`src/rtl/ram_stream_pkg.sv`:
```
// Shared types for the RAM stream reader: FSM states and skid sizing.
package ram_stream_pkg;

    typedef enum logic [1:0] {
        IDLE,
        READ,
        DRAIN
    } state_t;

    localparam int SKID_DEPTH = 2;
    localparam int CNT_WIDTH  = $clog2(SKID_DEPTH + 1);

endpackage

```
`src/rtl/ram_rd_skid.sv`:
```
// Two-entry registered FIFO absorbing RAM read data under stream backpressure.
module ram_rd_skid
    import ram_stream_pkg::*;
#(
    parameter int WIDTH = 32
) (
    input  logic                 clk,
    input  logic                 rst,
    input  logic                 push,
    input  logic                 pop,
    input  logic [WIDTH-1:0]     din,
    output logic [WIDTH-1:0]     dout,
    output logic [CNT_WIDTH-1:0] count
);

    logic [WIDTH-1:0] head;
    logic [WIDTH-1:0] tail;
    logic             full;

    assign full = count == CNT_WIDTH'(SKID_DEPTH);
    assign dout = head;

    // head is always the oldest word; tail only holds data when full
    always_ff @(posedge clk) begin
        if (rst) begin
            head  <= '0;
            tail  <= '0;
            count <= '0;
        end else begin
            unique case ({push, pop})
                2'b10: begin
                    if (count == '0) head <= din;
                    else             tail <= din;
                    count <= count + CNT_WIDTH'(1);
                end
                2'b01: begin
                    head  <= tail;
                    count <= count - CNT_WIDTH'(1);
                end
                2'b11: begin
                    if (full) begin
                        head <= tail;
                        tail <= din;
                    end else begin
                        head <= din;
                    end
                end
                default: ;
            endcase
        end
    end

endmodule

```
`src/rtl/ram_stream_reader.sv`:
```
// Burst read initiator: RAM port to valid/ready stream with skid buffering.
// Optional out_last output enabled by RAM_STREAM_READER_LAST_EN.
module ram_stream_reader
    import ram_stream_pkg::*;
#(
    parameter int DATA_WIDTH = 32,
    parameter int ADDR_WIDTH = 10,
    parameter int LEN_WIDTH  = ADDR_WIDTH + 1
) (
    input  logic                  clk,
    input  logic                  rst,
    input  logic                  cmd_valid,
    output logic                  cmd_ready,
    input  logic [ADDR_WIDTH-1:0] cmd_addr,
    input  logic [LEN_WIDTH-1:0]  cmd_len,
    output logic [ADDR_WIDTH-1:0] ram_addr,
    input  logic [DATA_WIDTH-1:0] ram_dout,
    output logic                  out_valid,
    input  logic                  out_ready,
    output logic [DATA_WIDTH-1:0] out_data,
`ifdef RAM_STREAM_READER_LAST_EN
    output logic                  out_last,
`endif
    output logic                  busy
);

`ifdef RAM_STREAM_READER_LAST_EN
    localparam int SKID_WIDTH = DATA_WIDTH + 1;
`else
    localparam int SKID_WIDTH = DATA_WIDTH;
`endif

    state_t                state;
    state_t                state_next;
    logic [ADDR_WIDTH-1:0] next_addr;
    logic [ADDR_WIDTH-1:0] held_addr;
    logic [LEN_WIDTH-1:0]  remaining;
    logic                  inflight;
    logic [CNT_WIDTH-1:0]  entries;
    logic [2:0]            occupancy;
    logic                  pop;
    logic                  credit;
    logic                  issue;
    logic                  accept;
    logic [SKID_WIDTH-1:0] skid_in;
    logic [SKID_WIDTH-1:0] skid_out;

    assign pop       = out_valid && out_ready;
    assign out_valid = entries != '0;
    assign cmd_ready = state == IDLE;
    assign busy      = state != IDLE;
    assign accept    = cmd_valid && cmd_ready && (cmd_len != '0);

    // Words that will be held next cycle if nothing new is issued now
    assign occupancy = 3'(entries) + 3'(inflight) - 3'(pop);
    assign credit    = occupancy < 3'(SKID_DEPTH);

    assign ram_addr  = issue ? next_addr : held_addr;

    always_comb begin
        state_next = state;
        issue      = 1'b0;
        unique case (state)
            IDLE: begin
                if (accept) state_next = READ;
            end
            READ: begin
                if (credit) begin
                    issue = 1'b1;
                    if (remaining == LEN_WIDTH'(1))
                        state_next = DRAIN;
                end
            end
            DRAIN: begin
                if (occupancy == '0) state_next = IDLE;
            end
            default: state_next = IDLE;
        endcase
    end

    always_ff @(posedge clk) begin
        if (rst) begin
            state     <= IDLE;
            inflight  <= 1'b0;
            held_addr <= '0;
            next_addr <= '0;
            remaining <= '0;
        end else begin
            state    <= state_next;
            inflight <= issue;
            if (accept) begin
                next_addr <= cmd_addr;
                remaining <= cmd_len;
            end else if (issue) begin
                held_addr <= next_addr;
                next_addr <= next_addr + ADDR_WIDTH'(1);
                remaining <= remaining - LEN_WIDTH'(1);
            end
        end
    end

`ifdef RAM_STREAM_READER_LAST_EN
    logic inflight_last;

    always_ff @(posedge clk) begin
        if (rst) inflight_last <= 1'b0;
        else     inflight_last <= issue && (remaining == LEN_WIDTH'(1));
    end

    assign skid_in  = {inflight_last, ram_dout};
    assign out_last = skid_out[DATA_WIDTH];
`else
    assign skid_in  = ram_dout;
`endif

    assign out_data = skid_out[DATA_WIDTH-1:0];

    ram_rd_skid #(
        .WIDTH (SKID_WIDTH)
    ) u_skid (
        .clk   (clk),
        .rst   (rst),
        .push  (inflight),
        .pop   (pop),
        .din   (skid_in),
        .dout  (skid_out),
        .count (entries)
    );

endmodule

```
`config.mk`:
```
export PLATFORM = sky130hd
export DESIGN_NAME = ram_stream_reader
export DESIGN_NICKNAME = d
export VERILOG_FILES = /design/src/rtl/ram_stream_pkg.sv /design/src/rtl/ram_rd_skid.sv /design/src/rtl/ram_stream_reader.sv
export SDC_FILE = /design/constraint.sdc
export NUM_CORES = 1
export LEC_CHECK = 0
export ABC_CLOCK_PERIOD_IN_PS = 3300
export BUFFER_PORTS_ARGS = -buffer_cell sky130_fd_sc_hd__buf_2
export CAP_MARGIN = 20
export CELL_PAD_IN_SITES_DETAIL_PLACEMENT = 0
export CELL_PAD_IN_SITES_GLOBAL_PLACEMENT = 1
export CORE_ASPECT_RATIO = 0.9
export CORE_UTILIZATION = 40
export CTS_CLUSTER_SIZE = 20
export DETAILED_ROUTE_END_ITERATION = 12
export PLACE_DENSITY_LB_ADDON = 0.12
export SLEW_MARGIN = 20
export SYNTH_ARGS = -nofsm -noshare
export SYNTH_HDL_FRONTEND = slang
export SYNTH_SLANG_ARGS = --single-unit
```
`constraint.sdc`:
```
create_clock -name clk -period 3.3 [get_ports clk]
set_input_delay 0.33 -clock clk [delete_from_list [all_inputs] [get_ports clk]]
set_output_delay 0.33 -clock clk [all_outputs]
set_load 0.01 [all_outputs]
```
# Yosys cells after proc, flatten, opt, wreduce, memory -nomap -nowiden
# Cells that the tools add are included.
# op_classes
n_addsub,6
order_cmp,1
eq_ne,14
n_mux,19
reduce_logical,16
# op_table
cell,n
$mux 32,4
$pmux 32 s3,1
$pmux 32 s2,1
$mux 10,3
$mux 11,2
$eq 11x1->1 const B,1
$reduce_bool 11->1,1
$sub 11x1->11 const B,1
$add 10x1->10 const B,1
$reduce_bool 2->1,5
$eq 2x2->1 const B,4
$mux 2,4
$ne 2x2->1 const B,4
$ne 2x1->1 const B,3
$pmux 2 s3,1
$eq 2x1->1 const B,2
$logic_not 2->1,2
$pmux 2 s2,1
$reduce_and 4->1,1
$add 2x1->3,1
$logic_and 1x1->1,3
$logic_not 3->1,1
$lt 3x2->1 const B,1
$reduce_and 3->1,1
6 further kinds,7
# word_totals
ff_bits,100
in_bits,57
wordCells,64

# Longest topological paths before layout
# Gate-level depths: netlist of run 1.
# logic_depth
word_depth,8
depth_mapped,11
mapped_depth_nobuf,9

# Hierarchy
# Synthesis of run 1 repeated with hierarchy kept, for this count alone.
# hier_totals
hier_cells,583
hier_area_um2,5056.1
# by_module_without_submodules
module,instances,cells_per_inst,area_each_um2
ram_rd_skid,1,366,3165.5
ram_stream_reader,1,217,1890.6

# Worst setup path after synthesis of run 1
# No wires, ideal clock.
# synth_timing
kind,register -> output
startpoint,register u_skid.count[1]
endpoint,output port ram_addr[4]
arrival_time_ps,2463
required_ps,2970
setup_slack_ps,507
stages_incl_launch_ff,12
path_cell_list,dfxtp_1 -> nand2_1 -> mux2i_1 -> ha_1 -> inv_1 -> fa_1 -> nand3b_1 -> nor2_1 -> buf_2 -> buf_2 -> nand2_1 -> nand2_1
# synth_via
elab_chain_cells,7
word_cells_on_any_way,8
# synth_lines
item,line,rtl
from (decl),ram_rd_skid.sv:13,output logic [CNT_WIDTH-1:0] count
from (signal assigned),ram_rd_skid.sv:34,count <= count + CNT_WIDTH'(1);
from (signal assigned),ram_rd_skid.sv:38,count <= count - CNT_WIDTH'(1);
"parallel branches: the longest is 2 deep, another holds $add 2x1->3",-,
$sub 3x1->3 (*),ram_stream_reader.sv:55,assign occupancy = 3'(entries) + 3'(inflight) - 3'(pop);
$lt 3x2->1 (*),ram_stream_reader.sv:56,assign credit = occupancy < 3'(SKID_DEPTH);
$mux 1 (*),ram_stream_reader.sv:68,if (credit) begin
$mux 1 (*),ram_stream_reader.sv:63,unique case (state)
$mux 10 (*),-,
to (decl),ram_stream_reader.sv:16,"output logic [ADDR_WIDTH-1:0] ram_addr,"
# Mark *: on every way between the ends.

# Worst setup path after layout of run 1
# layout_timing
startpoint,register u_skid.count[0]
endpoint,output port ram_addr[4]
# The elaborated chain is that of the path after synthesis.

==> results of run 1 <==
-- worst reg2reg max path, stage by stage, from the launching register on --
cell and delay, ns:
dfxtp_2 0.34, inv_1 0.10, mux2i_2 0.25, ha_1 0.17, inv_1 0.04, fa_1 0.52, inv_1 0.08, or3_4 0.45
buf_6 0.19, o311ai_0 0.36, a31oi_1 0.13
-- power breakdown --
part / internal, W / total [W] / leakage (nW) / switching [W]
Clock: 0.000676 / 0.00112 / 0.147 / 0.000441
Combinational: 0.000209 / 0.000471 / 1.43 / 0.000263
Sequential: 0.00128 / 0.00135 / 0.817 / 0.0000626
-- synth_stat cells (all sizes together), types with 3 or more instances --
library cell / number
a32oi: 4
and3: 3
ha: 4
clkbuf: 21
mux2i: 34
xnor2: 4
dfxtp: 100
mux2: 10
o311ai: 3
a21oi: 48
a211oi: 34
nor4: 3
and2: 10
nor3: 6
o31ai: 3
nand3: 16
inv: 11
a31oi: 3
nor2: 43
buf: 18
a22oi: 6
xor2: 6
or4: 6
o21ai: 3
nand2: 80
-- per-stage QoR --
stage          cells  hold slack (ns)  util [%]  cell area, sq um
5_1_grt          754           0.2361     50.25              5455
3_5_place_dp     739           0.4456     47.06              5109
6_report         754           0.2346     50.25              5455
2_1_floorplan    513           0.4357         -              4486
3_3_place_gp     739           0.4406     47.06              5109
4_1_cts          753           0.2233     50.08              5436
-- what timing repair did --
item,CTS,global route
endpoints found under the setup margin,5,7
setup buffers,0,1
gates resized for setup,3,4
-- registers in the layout (all words and copies together), names as in the netlist --
register	cells
held_addr	10
u_skid.count	2
state	2
remaining	11
u_skid.tail	32
inflight	1
next_addr	10
u_skid.dout	32
-- logic make-up after synthesis --
| group | share of synthesized area, % |
|---|---|
| AO/OA/AOI/OAI | 17.82 |
| AND/OR/NAND/NOR | 19.11 |
| buffers and inverters | 4.826 |
| flip-flops | 44.63 |
| multiplexers | 10.10 |
| XOR/XNOR | 1.952 |
| adder cells (fa/ha/maj) | 1.562 |
-- layer usage --
layer  track usage [%]  vias to the layer above  part of all wire, %
met2             31.85                       75                   48
met3             4.567                        8                  4.4
met5                 0                        -                    0
met1             25.44                     1809                   47
li1                  -                     1995                    -
met4             4.858                        0                 0.85
-- area by class of cell --
| type | count | area [sq um] |
|---|---|---|
| clock buffer | 10 | 239.0 |
| inverter | 11 | 41.29 |
| clock inverter | 4 | 75.07 |
| tap | 152 | 190.2 |
| sequential | 100 | 2007 |
| timing repair buffer | 114 | 619.3 |
| fill | 1073 | 5400 |
| multi-input combinational | 363 | 2283 |
-- path summary, 6_finish.rpt --
kind | start | to | slack [ns] | cells past startpoint
worst max-delay path | u_skid.count[0] | ram_addr[4] | 0.21 | 11
worst min-delay path | ram_dout[17] | u_skid.tail[17] | 0.23 | 3
worst max register to register | u_skid.count[0] | next_addr[8] | 0.53 | 10
worst min register to register | u_skid.tail[4] | u_skid.tail[4] | 0.45 | 2
==> run metrics, run 1 <==
run status=finished, final reports clean; min-delay worst type=in2reg; row cnt=36; P&R area growth vs syn=21.62%; count of final hold-check violations=0; fraction of registers with async set/reset=0%; vias in the first global route=~3500; ANT nets after route=0; Die ar.=roughly 12000 sq um; nets@finish=661; RSZ-0062 raised after global routing=no; Most common cell on crit path=inv_1; minimum clock period=3.091 ns; share of layout cells above drive strength 1=25.08%; Sum Neg Setup Slack=0 ns; core area=around 11000 sq um; CTS clock-pin slew for the worst setup and hold paths=roughly 0.07 ns; CP Buf/Inv Count=5; Critical Path RT=between 2 and 3 ns; Setup crit start kind=flip-flop; initial antenna violation count=0; CTS tree=yes; TritonCTS buffer count=9; Ant. Diodes=0; Ys Warns=0; Critical Path AT=around 2.8 ns; Max IR drop VDD=roughly 0.28 mV; post-synth top area share=44.63%; Yosys cell types=approximately 50; DP Wirelength=between 7000 and 8000 um; static leakage=between 2 and 2.5 nW; Net Count, Synth=575; Avg Vias per Cell=5.155; CP Max Fanout=21; FF+latch count, synth=100; Placer Congestion=~0.76; slowest stage delay, CP=0.52 ns; GRT Overall Usage=19.27%; grt ovf=0; Yosys top cell by area=dfxtp_1; clk_skew=0.003292 ns; Slew Viols, Final=0; f_max=roughly 0.32 GHz; post-synthesis sequential area ratio=44.63%; maximum number of pins on one net before global-route repair=46; CP Class=reg2out; CTS HTree Levels=3; total power draw=just under 0.003 W; maximum buffer depth of the clock tree=2; Max Cap Violations=0; Setup-failing EPs final=0; slowest cell on the critical path=fa_1; CP Capture Type=primary output; Place WS=0.2179 ns; crit-path cells=inv_1 -> mux2i_2 -> ha_1 -> inv_1 -> fa_1 -> inv_1 -> or3_4 -> buf_6 -> nand2_1 -> nand2_1 -> buf_2; initial drt markers=approximately 200; Wirelength per Cell=about 14 um; Die Wd=113.6 um; height of the die=about 100 um; relative slew slack=between 50% and 60%; dominant synthesized flop cell=dfxtp_1; effective utilization at floorplan=41.32%; Area contributors post-synth=dfxtp_1 (45%), mux2i_1 (7.6%), nand2_1 (6.7%); fin crit share=93.67%; Post-synth EDFFs=0; Crit path max-delay family=adder cells; vias=3887; final wirelength=10790 um; I/O Pins=102; most common cell after layout, fill and taps aside=buf_2; DRC viols=0; most frequent cells in the layout=buf_2 (101), dfxtp_1 (98), nand2_1 (80), a21oi_1 (48), nor2_1 (43); first-pass GRT wire length=around 17000 um; final critical-path setup slack=roughly 0.21 ns; Cell Pwr Density=between 500 and 600 nW/um^2; Sink Count=100; hold buffers post-CTS=0; Syn Area/Cell=about 8.7 sq um; Port Buffers=a little over 100; Synth Instances=between 500 and 600; CTS root buffer=clkbuf_16; 1st-pass router iterations=4; Worst Tran Pin Value=~0.67 ns; Post-Synthesis Cell Area=4486 sq um; Clock Latency Late Sink=roughly 0.34 ns
(Power assumes the default switching activity.)
==> run 2: changes to the inputs <==
--- a/config.mk
+++ b/config.mk
@@ -11,7 +11,7 @@
 export CELL_PAD_IN_SITES_DETAIL_PLACEMENT = 0
 export CELL_PAD_IN_SITES_GLOBAL_PLACEMENT = 1
 export CORE_ASPECT_RATIO = 0.9
-export CORE_UTILIZATION = 40
+export CORE_UTILIZATION = 35
 export CTS_CLUSTER_SIZE = 20
 export DETAILED_ROUTE_END_ITERATION = 12
 export PLACE_DENSITY_LB_ADDON = 0.12
==> run 2 against run 1 <==
  * Utilization is 6.0 points lower
  * Die area increased by 14%
  * Non-clock buffer count fell by 1
  * Clock power fell by 4%
  * Via count grew 0.67%
  * Sequential power is essentially flat
  * Cell count increased by 1.2%
  * Cell area shrank 0.46%
  * Highest routed layer unchanged
==> run metrics, run 2 (synthesis gave the netlist of run 1 again) <==
final hold slack=0.2269 ns (-0.007728 ns); postcts setup bufs=0 (unchanged); Die ar.=13270 sq um (+14%); slowest cell on the critical path=fa_1; relative slew slack=52.54% (-2.5 points); CTS tree=yes; CTS clock-pin slew for the worst setup and hold paths=0.07 ns (about the same); Slew Viols, Final=0 (unchanged); row cnt=38 (+5.6%); slowest stage delay, CP=0.52 ns (about the same); static leakage=2.385 nW (-0.23%); height of the die=109.4 um (+6.8%); Max IR drop VDD=0.3469 mV (+24%); maximum buffer depth of the clock tree=2 (unchanged); initial antenna violation count=0 (unchanged); Die Wd=121.3 um (+6.8%); final wirelength=11080 um (+2.7%); Cell Pwr Density=533.3 nW/um^2 (-0.84%); Cell Area, Placed=5115 sq um (+0.12%); Wirelength per Cell=14.52 um (+1.4%); 1st-pass router iterations=4 (unchanged); Setup crit start=u_skid.count[0]; Max Cap Violations=0 (unchanged); run status=finished, final reports clean; Placer Congestion=0.7530 (-0.63%); CP Buf/Inv Count=4 (-1); switching power=0.0007802 W (+1.8%); final critical-path setup slack=0.1794 ns (-0.02945 ns); reg-to-reg critical path endpoint=next_addr[8]; fin crit share=94.56% (+0.89 points); P&R area growth vs syn=21.06%; core area=12270 sq um (+13%); worst reg2reg path startpoint=u_skid.count[0]; GRT Overall Usage=17.21% (-2.1 points); Clock Latency Late Sink=0.35 ns (about the same); CP Class=reg2out; CP Max Fanout=14 (-33%); TritonCTS buffer count=9 (unchanged); RSZ-0062 raised after global routing=no; minimum clock period=3.121 ns (+0.02945 ns); count of final hold-check violations=0 (unchanged); Worst Tran Pin Value=0.7119 ns (+0.04005 ns); Ant. Diodes=0 (unchanged); effective utilization at floorplan=36.57% (-4.8 points); ANT nets after route=0 (unchanged); final instance area=5430 sq um (-0.46%); most frequent cells in the layout=buf_2 (101), dfxtp_1 (98), nand2_1 (80), a21oi_1 (48), nor2_1 (43); R2R depth=9 (-1); I/O Pins=102 (unchanged); crit-path cells=inv_1 -> mux2i_2 -> ha_1 -> inv_1 -> fa_1 -> inv_1 -> or3_4 -> mux2_2 -> buf_2; Critical Path RT=2.97 ns (about the same); DP Wirelength=7466 um (+0.54%); clock share of power=37.3% (-0.8 points); most common cell after layout, fill and taps aside=buf_2; first-pass GRT wire length=17760 um (+1.7%); Place WS=0.2446 ns (+0.02668 ns); r2r setup slk=0.53 ns (about the same); Setup-failing EPs final=0 (unchanged); Crit path max-delay family=adder cells; Sink Count=100 (unchanged); grt ovf=0 (unchanged); maximum number of pins on one net before global-route repair=68 (+48%); initial drt markers=236 (+20%); Int Pwr=0.002116 W (-2.4%); Avg Vias per Cell=5.128 (-0.52%); Hold Path End=u_skid.tail[23]; Min-Delay Path Depth=3 (unchanged); CP Capture Type=primary output; Most common cell on crit path=inv_1; CTS HTree Levels=3 (unchanged); Critical Path AT=2.79 ns (+0.03 ns); Comb power frac=16.2% (about the same); CTS root buffer=clkbuf_16; vias=3913 (+0.67%); hold path startpoint=ram_dout[23]; share of layout cells above drive strength 1=24.88% (-0.21 points); min-delay worst type=in2reg; vias in the first global route=3593 (+3.7%); Setup crit start kind=flip-flop; Port Buffers=101 (unchanged); fillers=1257 (+17%); Net Sw Frac=26.94% (+0.83 points); f_max=0.3204 GHz (-0.94%); DRC viols=0 (unchanged); Sum Neg Setup Slack=0 ns (unchanged); Flop pwr share=46.5% (+0.6 points); fin util=44.27% (-6.0 points); nets@finish=660 (-0.15%); clk_skew=0.008043 ns (+0.004751 ns)
run 2: metrics by stage:
step / cells / total power [W]
final: 763 / 0.002896
after global routing: 763 / 0.003051
after CTS: 763 / 0.002935
after detailed placement: 747 / 0.001845
after global placement: 747 / 0.001837
after floorplan: 513 / 0.001677
run 2: cell type report:
type | instances | area (sq um) | share of cell area, %
multi-input combinational | 363 | 2285 | 42.07
sequential | 100 | 2004 | 36.91
timing repair buffer | 113 | 595.6 | 10.97
clock buffer | 12 | 256.5 | 4.724
tap | 160 | 200.2 | 3.687
clock inverter | 4 | 47.55 | 0.8756
inverter | 11 | 41.29 | 0.7604
run 2: worst min-delay path, stage by stage:
cell and delay, ns:
buf_2 0.10, nand2_1 0.05, a21oi_1 0.05
run 2: worst max-delay path by stage:
stage	end	slack (ns)	cells after the start
4_1_cts	ram_addr[5]	0.05	9
5_1_grt	ram_addr[6]	0.01	9
2_1_floorplan	ram_addr[4]	0.51	11
3_3_place_gp	ram_addr[5]	0.28	10
3_5_place_dp	ram_addr[5]	0.24	10
6_report	ram_addr[5]	0.18	9
run 2: what timing repair did:
action                     in CTS  in global routing
hold buffers                    0                  0
pin swaps                       0                  0
gates resized for setup         1                  3
gates cloned                    0                  0
setup endpoints to repair       3                  9
run 2: power by group through the flow:
stage	sequential (W)	combinational [W]	clock (W)
2_1_floorplan	0.00138	0.000302	0
3_3_place_gp	0.00137	0.000467	0
3_5_place_dp	0.00137	0.000474	0
4_1_cts	0.00134	0.000476	0.00111
5_1_grt	0.00136	0.000526	0.00117
6_report	0.00135	0.000471	0.00108
run 2: routing by layer:
metal  wire [um]  part of all wire, %  track usage (%)
met5           0                    0                0
met4          89                 0.80            4.233
met3         508                  4.6            5.757
met2        5020                   45            27.44
met1        5458                   49            22.33
==> run 3: changes to the inputs <==
--- a/config.mk
+++ b/config.mk
@@ -5,7 +5,7 @@
 export SDC_FILE = /design/constraint.sdc
 export NUM_CORES = 1
 export LEC_CHECK = 0
-export ABC_CLOCK_PERIOD_IN_PS = 3300
+export ABC_CLOCK_PERIOD_IN_PS = 4000
 export BUFFER_PORTS_ARGS = -buffer_cell sky130_fd_sc_hd__buf_2
 export CAP_MARGIN = 20
 export CELL_PAD_IN_SITES_DETAIL_PLACEMENT = 0
==> constraint.sdc (replaced) <==
create_clock -name clk -period 4 [get_ports clk]
set_input_delay 0.4 -clock clk [delete_from_list [all_inputs] [get_ports clk]]
set_output_delay 0.4 -clock clk [all_outputs]
set_load 0.01 [all_outputs]
==> run 3 against run 2 <==
  * Die area stayed put
  * First-iteration DRC count fell by 33%
  * Clock skew decreased by 0.0019 ns
  * Largest cell class unchanged
  * Critical endpoint is now ram_addr[6]
  * Critical path type unchanged
  * Register-to-register slack better by 0.33 ns
==> run metrics, run 3 (synthesis gave the netlist of run 1 again) <==
maximum number of pins on one net before global-route repair=93 (+37%); 1st-pass router iterations=4 (unchanged); CTS tree=yes; Max Cap Violations=0 (unchanged); RSZ-0062 raised after global routing=no; nets@finish=657 (-0.45%); Place WS=0.5232 ns (+0.2786 ns); Ant. Diodes=0 (unchanged); run status=finished, final reports clean; postcts setup bufs=0 (unchanged); Worst Tran Pin Value=0.9918 ns (+0.2799 ns); f_max=around 0.28 GHz; core area=12270 sq um (unchanged); Max IR drop VDD=0.1924 mV (-45%); Setup crit start kind=flip-flop; DRC viols=0 (unchanged); fin crit share=89.02%; grt ovf=0 (unchanged); crit-path cells=nand2_1 -> mux2i_1 -> ha_1 -> inv_1 -> fa_1 -> inv_1 -> or3_2 -> mux2_2 -> buf_2; clk_skew=0.006149 ns (-0.001894 ns); CP Max Fanout=20 (+6); GR Util met3=4.201% (-1.6 points); CP Capture Type=primary output; initial drt markers=159 (-33%); fillers=1253 (-0.32%); GR Util met2=29.38% (+1.9 points); min-delay worst type=in2reg; Post-Place Cells=744 (-0.40%); Sink Count=100 (unchanged); Die Wd=121.3 um (unchanged); Setup-failing EPs final=0 (unchanged); slowest stage delay, CP=0.70 ns (+0.18 ns); static leakage=2.387 nW (about the same); most common cell after layout, fill and taps aside=buf_2; CTS HTree Levels=3 (unchanged); P&R area growth vs syn=21.09% (about the same); Slew Viols, Final=0 (unchanged); Cell Pwr Density=433.7 nW/um^2 (-19%); Critical Path AT=3.16 ns (+0.37 ns); vias in the first global route=3721 (+3.6%); final instance area=5431 sq um (about the same); Most common cell on crit path=inv_1; GRT Overall Usage=16.96% (-0.25 points); final wirelength=10890 um (-1.7%); CP Class=reg2out; final critical-path setup slack=0.4391 ns (+0.2597 ns); most frequent cells in the layout=buf_2 (101), dfxtp_1 (100), nand2_1 (80), a21oi_1 (48), nor2_1 (43); first-pass GRT wire length=17600 um (-0.90%); Placer Congestion=0.7967 (+5.8%); final cell count without fillers=760 (-0.39%); maximum buffer depth of the clock tree=2 (unchanged); Clock Latency Late Sink=0.34 ns (about the same); minimum clock period=3.561 ns; initial antenna violation count=0 (unchanged); share of layout cells above drive strength 1=24.17% (-0.71 points); CTS clock-pin slew for the worst setup and hold paths=0.07 ns (about the same); Die ar.=13270 sq um (unchanged); Wirelength per Cell=14.33 um (-1.3%); hold buffers post-CTS=0 (unchanged); height of the die=109.4 um (unchanged); GRT Max-Usage Layer=met2; ANT nets after route=0 (unchanged); I/O Pins=102 (unchanged); row cnt=38 (unchanged); total power draw=0.002355 W (-19%); met1 GRT Util=20.67% (-1.7 points); count of final hold-check violations=0 (unchanged); Sum Neg Setup Slack=0 ns (unchanged); DP Wirelength=7368 um (-1.3%); vias=3906 (-0.18%); CTS root buffer=clkbuf_16; Critical Path RT=3.60 ns (+0.63 ns); Port Buffers=101 (unchanged); effective utilization at floorplan=36.57% (unchanged); TritonCTS buffer count=9 (unchanged); Cell Area, Placed=5132 sq um (+0.34%); slowest cell on the critical path=or3_2; relative slew slack=33.88% (-19 points); Avg Vias per Cell=5.139 (+0.22%)
run 3: cell types whose count changed in the layout (fill, tap and decap cells not counted), moves of 2 or more:
cell      change
buf_4         -5
dfxtp_2       -2
clkinv_4      +2
dfxtp_1       +2
buf_16        +2
run 3: timing repair:
action	in CTS	in global routing
setup endpoints to repair	0	3
gates resized for setup	0	1
hold endpoints to repair	0	0
run 3: stage by stage:
step	hold slack (ns)	util, %
3_5_place_dp	0.4460	41.84
3_3_place_gp	0.4409	41.39
4_1_cts	0.2878	44.27
2_1_floorplan	0.4357	-
5_1_grt	0.2986	44.28
6_report	0.3015	44.28
run 3: power breakdown:
group | leakage (nW) | switching [W] | internal, W
Combinational | 1.42 | 0.000220 | 0.000174
Clock | 0.149 | 0.000375 | 0.000477
Sequential | 0.816 | 0.0000508 | 0.00106
Total | 2.39 | 0.000646 | 0.00171
run 3: final cells by class:
cell class                      count  area [sq um]  share of cell area [%]
Inverter                           11         41.29                  0.7602
Multi-Input combinational cell    363          2277                   41.93
Tap cell                          160         200.2                   3.686
Sequential cell                   100          2002                   36.86
Clock inverter                      4         31.28                  0.5759
Timing Repair Buffer              110         613.1                   11.29
Clock buffer                       12         266.5                   4.907
run 3: path summary, 6_finish.rpt:
| check | start | to | slack (ns) | depth (start not counted) |
|---|---|---|---|---|
| worst min register to register | u_skid.tail[12] | u_skid.tail[12] | 0.45 | 2 |
| worst max register to register | u_skid.count[1] | next_addr[8] | 0.86 | 9 |
| worst max-delay path | u_skid.count[1] | ram_addr[6] | 0.44 | 9 |
| worst min-delay path | ram_dout[26] | u_skid.tail[26] | 0.30 | 3 |
run 3: routing by layer:
metal  routed length (um)  part of all wire (%)
met2                 5078                    47
met5                    0                     0
met1                 5187                    48
met4                  136                   1.2
met3                  490                   4.5
run 3: critical path: cells and delay by family, from the launching register on:
kind	cells	cell delay, ns
mux	2	0.59
buf+inv	3	0.25
flops	1	0.45
fa+ha+maj	2	0.71
simple gates	2	0.81
